`config.mk`:
```
export PLATFORM = sky130hd
export DESIGN_NAME = sha_round_sequencer
export DESIGN_NICKNAME = d
export VERILOG_FILES = /design/src/rtl/sha_seq_pkg.sv /design/src/rtl/sha_mod_counter.sv /design/src/rtl/sha_round_sequencer.sv
export SDC_FILE = /design/constraint.sdc
export NUM_CORES = 1
export LEC_CHECK = 0
export ABC_AREA = 1
export BUFFER_PORTS_ARGS = -buffer_cell sky130_fd_sc_hd__buf_2
export CAP_MARGIN = 20
export CORE_MARGIN = 2
export CORE_UTILIZATION = 55
export CTS_BUF_LIST = sky130_fd_sc_hd__clkbuf_8
export DETAILED_ROUTE_END_ITERATION = 8
export PLACE_DENSITY = 0.85
export SLEW_MARGIN = 5
export SYNTH_ARGS = -nofsm -noshare
export SYNTH_HDL_FRONTEND = slang
export SYNTH_SLANG_ARGS = --single-unit
export TNS_END_PERCENT = 5
```
`constraint.sdc`:
```
create_clock -name clock -period 2.65 [get_ports clock]
set_clock_uncertainty 0.2 [all_clocks]
set_input_delay 0.265 -clock clock [delete_from_list [all_inputs] [get_ports clock]]
set_output_delay 0.265 -clock clock [all_outputs]
set_load 0.01 [all_outputs]
```
`src/rtl/sha_seq_pkg.sv`:
```
// Shared definitions for the SHA round sequencer.
// Holds the sequencer state encoding and the default geometry constants
// (rounds per block, message-window depth, maximum blocks per run).
package sha_seq_pkg;

  localparam int DEF_NUM_ROUNDS = 64;
  localparam int DEF_WINDOW     = 16;
  localparam int DEF_MAX_BLOCKS = 8;

  typedef enum logic [0:0] {
    ST_IDLE = 1'b0,
    ST_RUN  = 1'b1
  } seq_state_e;

endpackage

```
`src/rtl/sha_mod_counter.sv`:
```
// Modulo-MODULUS up counter with synchronous clear and enable.
// Ports:
//   clock, reset   - clock and synchronous active-high reset
//   clear          - forces the count to zero (wins over enable)
//   enable         - advance by one, wrapping MODULUS-1 -> 0
//   count          - current count value
//   terminal       - high while count == MODULUS-1
module sha_mod_counter #(
  parameter int MODULUS = 64,
  parameter int WIDTH   = $clog2(MODULUS)
) (
  input  logic             clock,
  input  logic             reset,
  input  logic             clear,
  input  logic             enable,
  output logic [WIDTH-1:0] count,
  output logic             terminal
);

  logic [WIDTH-1:0] count_r;

  assign terminal = (count_r == WIDTH'(MODULUS - 1));
  assign count    = count_r;

  // Count register: reset/clear to zero, otherwise advance modulo MODULUS.
  always_ff @(posedge clock) begin
    if (reset) begin
      count_r <= {WIDTH{1'b0}};
    end else if (clear) begin
      count_r <= {WIDTH{1'b0}};
    end else if (enable) begin
      if (terminal) begin
        count_r <= {WIDTH{1'b0}};
      end else begin
        count_r <= count_r + WIDTH'(1);
      end
    end else begin
      count_r <= count_r;
    end
  end

endmodule

```
`src/rtl/sha_round_sequencer.sv`:
```
// SHA round sequencer: steps round index and block index across a run of
// num_blocks message blocks, presenting per-round window and memory
// addresses with a valid/ready handshake.
// Ports:
//   clock, reset  - clock and synchronous active-high reset
//   start         - run request, honoured only in IDLE
//   num_blocks    - blocks in the run, latched when start is accepted
//   ready         - consumer accepts the current beat
//   abort         - cancel the run (wins over start and ready)
//   valid, busy   - high exactly while running
//   round         - current round within the block
//   win_addr      - round modulo WINDOW
//   mem_addr      - block_idx*WINDOW + win_addr
//   block_idx     - current block
//   load_phase    - round < WINDOW
//   block_done    - last beat of a block is being accepted (combinational)
//   done          - one-cycle pulse after a completed or rejected run
module sha_round_sequencer
  import sha_seq_pkg::*;
#(
  parameter int NUM_ROUNDS = DEF_NUM_ROUNDS,
  parameter int WINDOW     = DEF_WINDOW,
  parameter int MAX_BLOCKS = DEF_MAX_BLOCKS
) (
  input  logic                                 clock,
  input  logic                                 reset,
  input  logic                                 start,
  input  logic [$clog2(MAX_BLOCKS):0]          num_blocks,
  input  logic                                 ready,
  input  logic                                 abort,
  output logic                                 valid,
  output logic [$clog2(NUM_ROUNDS)-1:0]        round,
  output logic [$clog2(WINDOW)-1:0]            win_addr,
  output logic [$clog2(MAX_BLOCKS*WINDOW)-1:0] mem_addr,
  output logic [$clog2(MAX_BLOCKS)-1:0]        block_idx,
  output logic                                 load_phase,
  output logic                                 block_done,
  output logic                                 done,
  output logic                                 busy
);

  localparam int R_W  = $clog2(NUM_ROUNDS);
  localparam int W_W  = $clog2(WINDOW);
  localparam int B_W  = $clog2(MAX_BLOCKS);
  localparam int NB_W = B_W + 1;
  localparam int M_W  = $clog2(MAX_BLOCKS * WINDOW);

  // Refuse to build a geometry where rounds do not tile the window evenly.
  generate
    if ((WINDOW < 2) || ((WINDOW & (WINDOW - 1)) != 0) ||
        (NUM_ROUNDS < WINDOW) || ((NUM_ROUNDS % WINDOW) != 0)) begin : g_bad_geometry
      $error("sha_round_sequencer: WINDOW must be a power of two and NUM_ROUNDS a multiple of WINDOW");
    end
  endgenerate

  seq_state_e      state_r;
  seq_state_e      state_nxt_s;
  logic [NB_W-1:0] num_blocks_r;
  logic            done_r;
  logic            done_nxt_s;
  logic            nb_load_s;
  logic            round_clr_s;
  logic            round_en_s;
  logic            blk_clr_s;
  logic            blk_en_s;
  logic [R_W-1:0]  round_s;
  logic            round_tc_s;
  logic [B_W-1:0]  blk_s;
  logic            blk_tc_unused_s;
  logic            accept_s;
  logic            start_ok_s;
  logic            last_block_s;

  // A beat only counts when neither reset nor abort overrides the handshake.
  assign accept_s     = (state_r == ST_RUN) && ready && !abort && !reset;
  assign start_ok_s   = (num_blocks >= NB_W'(1)) && (num_blocks <= NB_W'(MAX_BLOCKS));
  assign last_block_s = ({1'b0, blk_s} == (num_blocks_r - NB_W'(1)));

  sha_mod_counter #(.MODULUS(NUM_ROUNDS), .WIDTH(R_W)) u_round_ctr (
    .clock    (clock),
    .reset    (reset),
    .clear    (round_clr_s),
    .enable   (round_en_s),
    .count    (round_s),
    .terminal (round_tc_s)
  );

  // Block terminal flag is unused: the run ends on the latched count instead.
  sha_mod_counter #(.MODULUS(MAX_BLOCKS), .WIDTH(B_W)) u_block_ctr (
    .clock    (clock),
    .reset    (reset),
    .clear    (blk_clr_s),
    .enable   (blk_en_s),
    .count    (blk_s),
    .terminal (blk_tc_unused_s)
  );

  // Next-state, counter control and done-pulse decode.
  always_comb begin
    state_nxt_s = state_r;
    done_nxt_s  = 1'b0;
    nb_load_s   = 1'b0;
    round_clr_s = 1'b0;
    round_en_s  = 1'b0;
    blk_clr_s   = 1'b0;
    blk_en_s    = 1'b0;
    case (state_r)
      ST_IDLE: begin
        if (abort) begin
          state_nxt_s = ST_IDLE;
        end else if (start) begin
          if (start_ok_s) begin
            state_nxt_s = ST_RUN;
            nb_load_s   = 1'b1;
            round_clr_s = 1'b1;
            blk_clr_s   = 1'b1;
          end else begin
            // Out-of-range count: report an empty run straight away.
            done_nxt_s = 1'b1;
          end
        end else begin
          state_nxt_s = ST_IDLE;
        end
      end
      ST_RUN: begin
        if (abort) begin
          state_nxt_s = ST_IDLE;
          round_clr_s = 1'b1;
          blk_clr_s   = 1'b1;
        end else if (accept_s) begin
          round_en_s = 1'b1;
          if (round_tc_s) begin
            if (last_block_s) begin
              state_nxt_s = ST_IDLE;
              done_nxt_s  = 1'b1;
              blk_clr_s   = 1'b1;
            end else begin
              blk_en_s = 1'b1;
            end
          end else begin
            blk_en_s = 1'b0;
          end
        end else begin
          state_nxt_s = ST_RUN;
        end
      end
      default: begin
        state_nxt_s = ST_IDLE;
        round_clr_s = 1'b1;
        blk_clr_s   = 1'b1;
      end
    endcase
  end

  // State, latched block count and done-pulse registers.
  always_ff @(posedge clock) begin
    if (reset) begin
      state_r      <= ST_IDLE;
      num_blocks_r <= {NB_W{1'b0}};
      done_r       <= 1'b0;
    end else begin
      state_r <= state_nxt_s;
      done_r  <= done_nxt_s;
      if (nb_load_s) begin
        num_blocks_r <= num_blocks;
      end else begin
        num_blocks_r <= num_blocks_r;
      end
    end
  end

  assign valid      = (state_r == ST_RUN);
  assign busy       = (state_r == ST_RUN);
  assign round      = round_s;
  assign win_addr   = round_s[W_W-1:0];
  assign block_idx  = blk_s;
  assign mem_addr   = (M_W'(blk_s) * M_W'(WINDOW)) + M_W'(round_s[W_W-1:0]);
  assign load_phase = ({1'b0, round_s} < (R_W + 1)'(WINDOW));
  assign block_done = accept_s && round_tc_s;
  assign done       = done_r;

endmodule

```
==> run_results.csv <==
group,metric,value,unit
outcome,status,"completed",
drt,vias,938,
drt,ant_nets,0,
global_routing,overflow,0,
drt,wirelength,1950,um
layout,register_area,300,sq um
layout,fin_util,0.675,
synthesis,synthAdderAreaFrac,0.0488,
drt,drcViolationCount,0,
synthesis,synth_top_area_cell,"dfxtp_1",
floorplanning,row_count,15,
timing,period_minus_slack,1.91,ns
synthesis,synth_area,1020,sq um
synthesis,synthMuxAreaShare,0,
layout,fill_cells,159,
global_routing,grt_antenna_before_repair,0,
floorplanning,die_w,47.2,um
synthesis,ys_types,24,
timing,slew_viol_final,0,
synthesis,yosys.area_share.simple,0.375,
floorplanning,start_util,0.587,
clock_network,cts_resized,0,
timing,rsz0062_at_grt,"false",
clock_network,worst_skew_pair.late_latency,0.25,ns
clock_network,cts.sinks,15,
power,power_density,401,nW/um^2
power,ir_drop,257,uV
clock_network,cts.clk_slew.worst_paths,0.06,ns
drt,avgRoutedWirePerCell,10.1,um
synthesis,ys_top_cells_by_area,"dfxtp_1, nand2_1, buf_4",
synthesis,seq_area_frac_synth,0.293,
setup_path,crit_type,"reg -> out",
run,maxCapViolCount,0,
placed_design,io_buffers,33,
synthesis,yosys.area.top_type_share,0.293,
timing,setup_viol,0,
synthesis,synth-xor-area-share,0,
synthesis,synth-compound-area-share,0.0952,
global_routing,grt_max_degree,10,
synthesis,yosysWarnings,0,
setup_path,cp-start-kind,"flop",
clock_network,cts-buffers-inserted,3,
timing,clock.fmax,524,MHz
global_routing,grt_pass1_vias,815,
floorplanning,die_y,47.2,um
timing,fin_tns_setup,0,ns
setup_path,path_max_fanout,7,
global_routing,grt_pass1_wl,3230,um
timing,maxSlewHeadroom,0.834,
synthesis,avgSynthCellArea,7.12,sq um
global_routing,grt.total_usage,0.204,
power,power_leakage,0.652,nW
synthesis,synth_seq_cells,15,
timing,fin_crit_sh,0.720,
placed_design,place_hpwl,1560,um
clock_network,clockBufferDepth,2,
clock_network,h-tree-depth,1,
timing,tightest_slew,0.248,ns
clock_network,cts_setup_buffers,0,
floorplanning,io_pins,34,
drt,firstDrtPassIters,4,
layout,layout-area-overhead-vs-synth,14.9,%
synthesis,syn-instance-count,144,
synthesis,syn-num-nets,157,
setup_path,required,2.18,ns
clock_network,cts_root_buffer,"clkbuf_8",
floorplanning,core_area,1750,sq um
drt,drt_iter0_markers,15,
clock_network,cts_tree,"done",
timing,hold_viol_final,0,
setup_path,worstPathArrival,1.44,ns
placed_design,gp_congestion,0.739,
layout,diodes,0,
synthesis,synth_top_family_by_area,"simple AND/OR/NAND/NOR gates",
clock_network,hold_buffers,0,
layout,multi_input_area,532,sq um
floorplanning,dieArea,2220,sq um
layout,final_layout_size_suffix_gt1_frac,0.349,
drt,via_per_inst,4.84,
min_path,worstHoldPathType,"in -> reg",
layout,nets,183,
setup_path,cp-end-kind,"output port",
[worst max-delay path: stages, from the launching register on]
cell      delay, ns
dfxtp_1        0.42
ha_1           0.20
nand2_1        0.13
nor2_8         0.16
nand2_4        0.08
clkinv_4       0.07
buf_2          0.12
[final timing paths]
path,startpoint,to,slack [ns],cells after the start
worst min register to register,num_blocks_r[3]$_SDFFE_PP0P_,num_blocks_r[3]$_SDFFE_PP0P_,0.31,2
worst max-delay path,u_round_ctr.count[0]$_SDFFE_PP0P_,block_done,0.74,6
worst max register to register,num_blocks_r[0]$_SDFFE_PP0P_,u_block_ctr.count[1]$_SDFFE_PP0P_,0.96,10
worst min-delay path,num_blocks[0],num_blocks_r[0]$_SDFFE_PP0P_,0.08,3
[metrics by stage]
| stage | total power [mW] | instance area [sq um] | setup WS, ns | cells | hold WS [ns] |
|---|---|---|---|---|---|
| 5_1_grt | 0.489 | 1180 | 0.650 | 194 | 0.102 |
| 3_3_place_gp | 0.290 | 1130 | 1.04 | 190 | 0.290 |
| 3_5_place_dp | 0.291 | 1130 | 0.967 | 190 | 0.293 |
| 6_report | 0.472 | 1180 | 0.742 | 194 | 0.0765 |
| 4_1_cts | 0.476 | 1180 | 0.738 | 194 | 0.0733 |
| 2_1_floorplan | 0.276 | 1020 | 1.07 | 144 | 0.210 |
[cell usage in the layout, fill, tap and decap left out, drive strengths merged]
cell    count
nand2      34
buf        33
inv        25
nor2       19
dfxtp      15
nand3      15
a21oi       6
o22ai       4
ha          4
clkbuf      3
o21ai       3
nor3        2
clkinv      2
a31o        1
and2        1
o21bai      1
nor3b       1
[routing by layer]
layer | vias to the layer above | share of wire | wire [um] | GRT usage
met5 | - | 0 | 0 | 0
met3 | 4 | 0.047 | 92 | 0.0231
met2 | 29 | 0.51 | 987 | 0.370
met4 | 0 | 0.015 | 29 | 0.0833
met1 | 416 | 0.43 | 844 | 0.241
li1 | 489 | - | - | -
[flip-flops by register name (all words and copies together), names as in the netlist]
register / count
busy: 1
done: 1
num_blocks_r: 4
u_block_ctr.count: 3
u_round_ctr.count: 6
[synthesized netlist by cell type]
master and n:
o21ai_0 2, nand3_2 2, nor3b_2 1, nand2_4 2, dfxtp_1 15, nor2_8 1
clkinv_4 1, buf_4 12, nand3_4 1, o22ai_1 4, ha_1 4, nor3_1 2
o21bai_4 1, inv_2 7, nand3_1 12, o21ai_1 1, nor2_1 13, nor2_2 2
a31o_2 1, nor2_4 3, nand2_1 32, a21oi_1 6, and2_1 1, inv_1 18
[cell type report]
type | instances | share of cell area
multi-input cells | 91 | 0.452
flip-flops and latches | 15 | 0.255
repair buffers | 33 | 0.140
inverters | 26 | 0.0871
clock buffers | 3 | 0.0351
well taps | 25 | 0.0266
clock inverters | 1 | 0.00425
[power by group]
| part | total [mW] | internal (mW) | switching [mW] | leakage [nW] |
|---|---|---|---|---|
| combinational | 0.0536 | 0.0200 | 0.0336 | 0.505 |
| clock | 0.185 | 0.104 | 0.0813 | 0.0255 |
| sequential | 0.233 | 0.229 | 0.00319 | 0.121 |
[cells by family (layout without fill, tap and decap cells)]
logic type | count (synthesis) | in the layout
AND/OR/NAND/NOR | 72 | 72
buffers and inverters | 38 | 63
AO/OA/AOI/OAI | 15 | 15
flip-flops | 15 | 15
adder cells (fa/ha/maj) | 4 | 4
(Power assumes the default switching activity.)
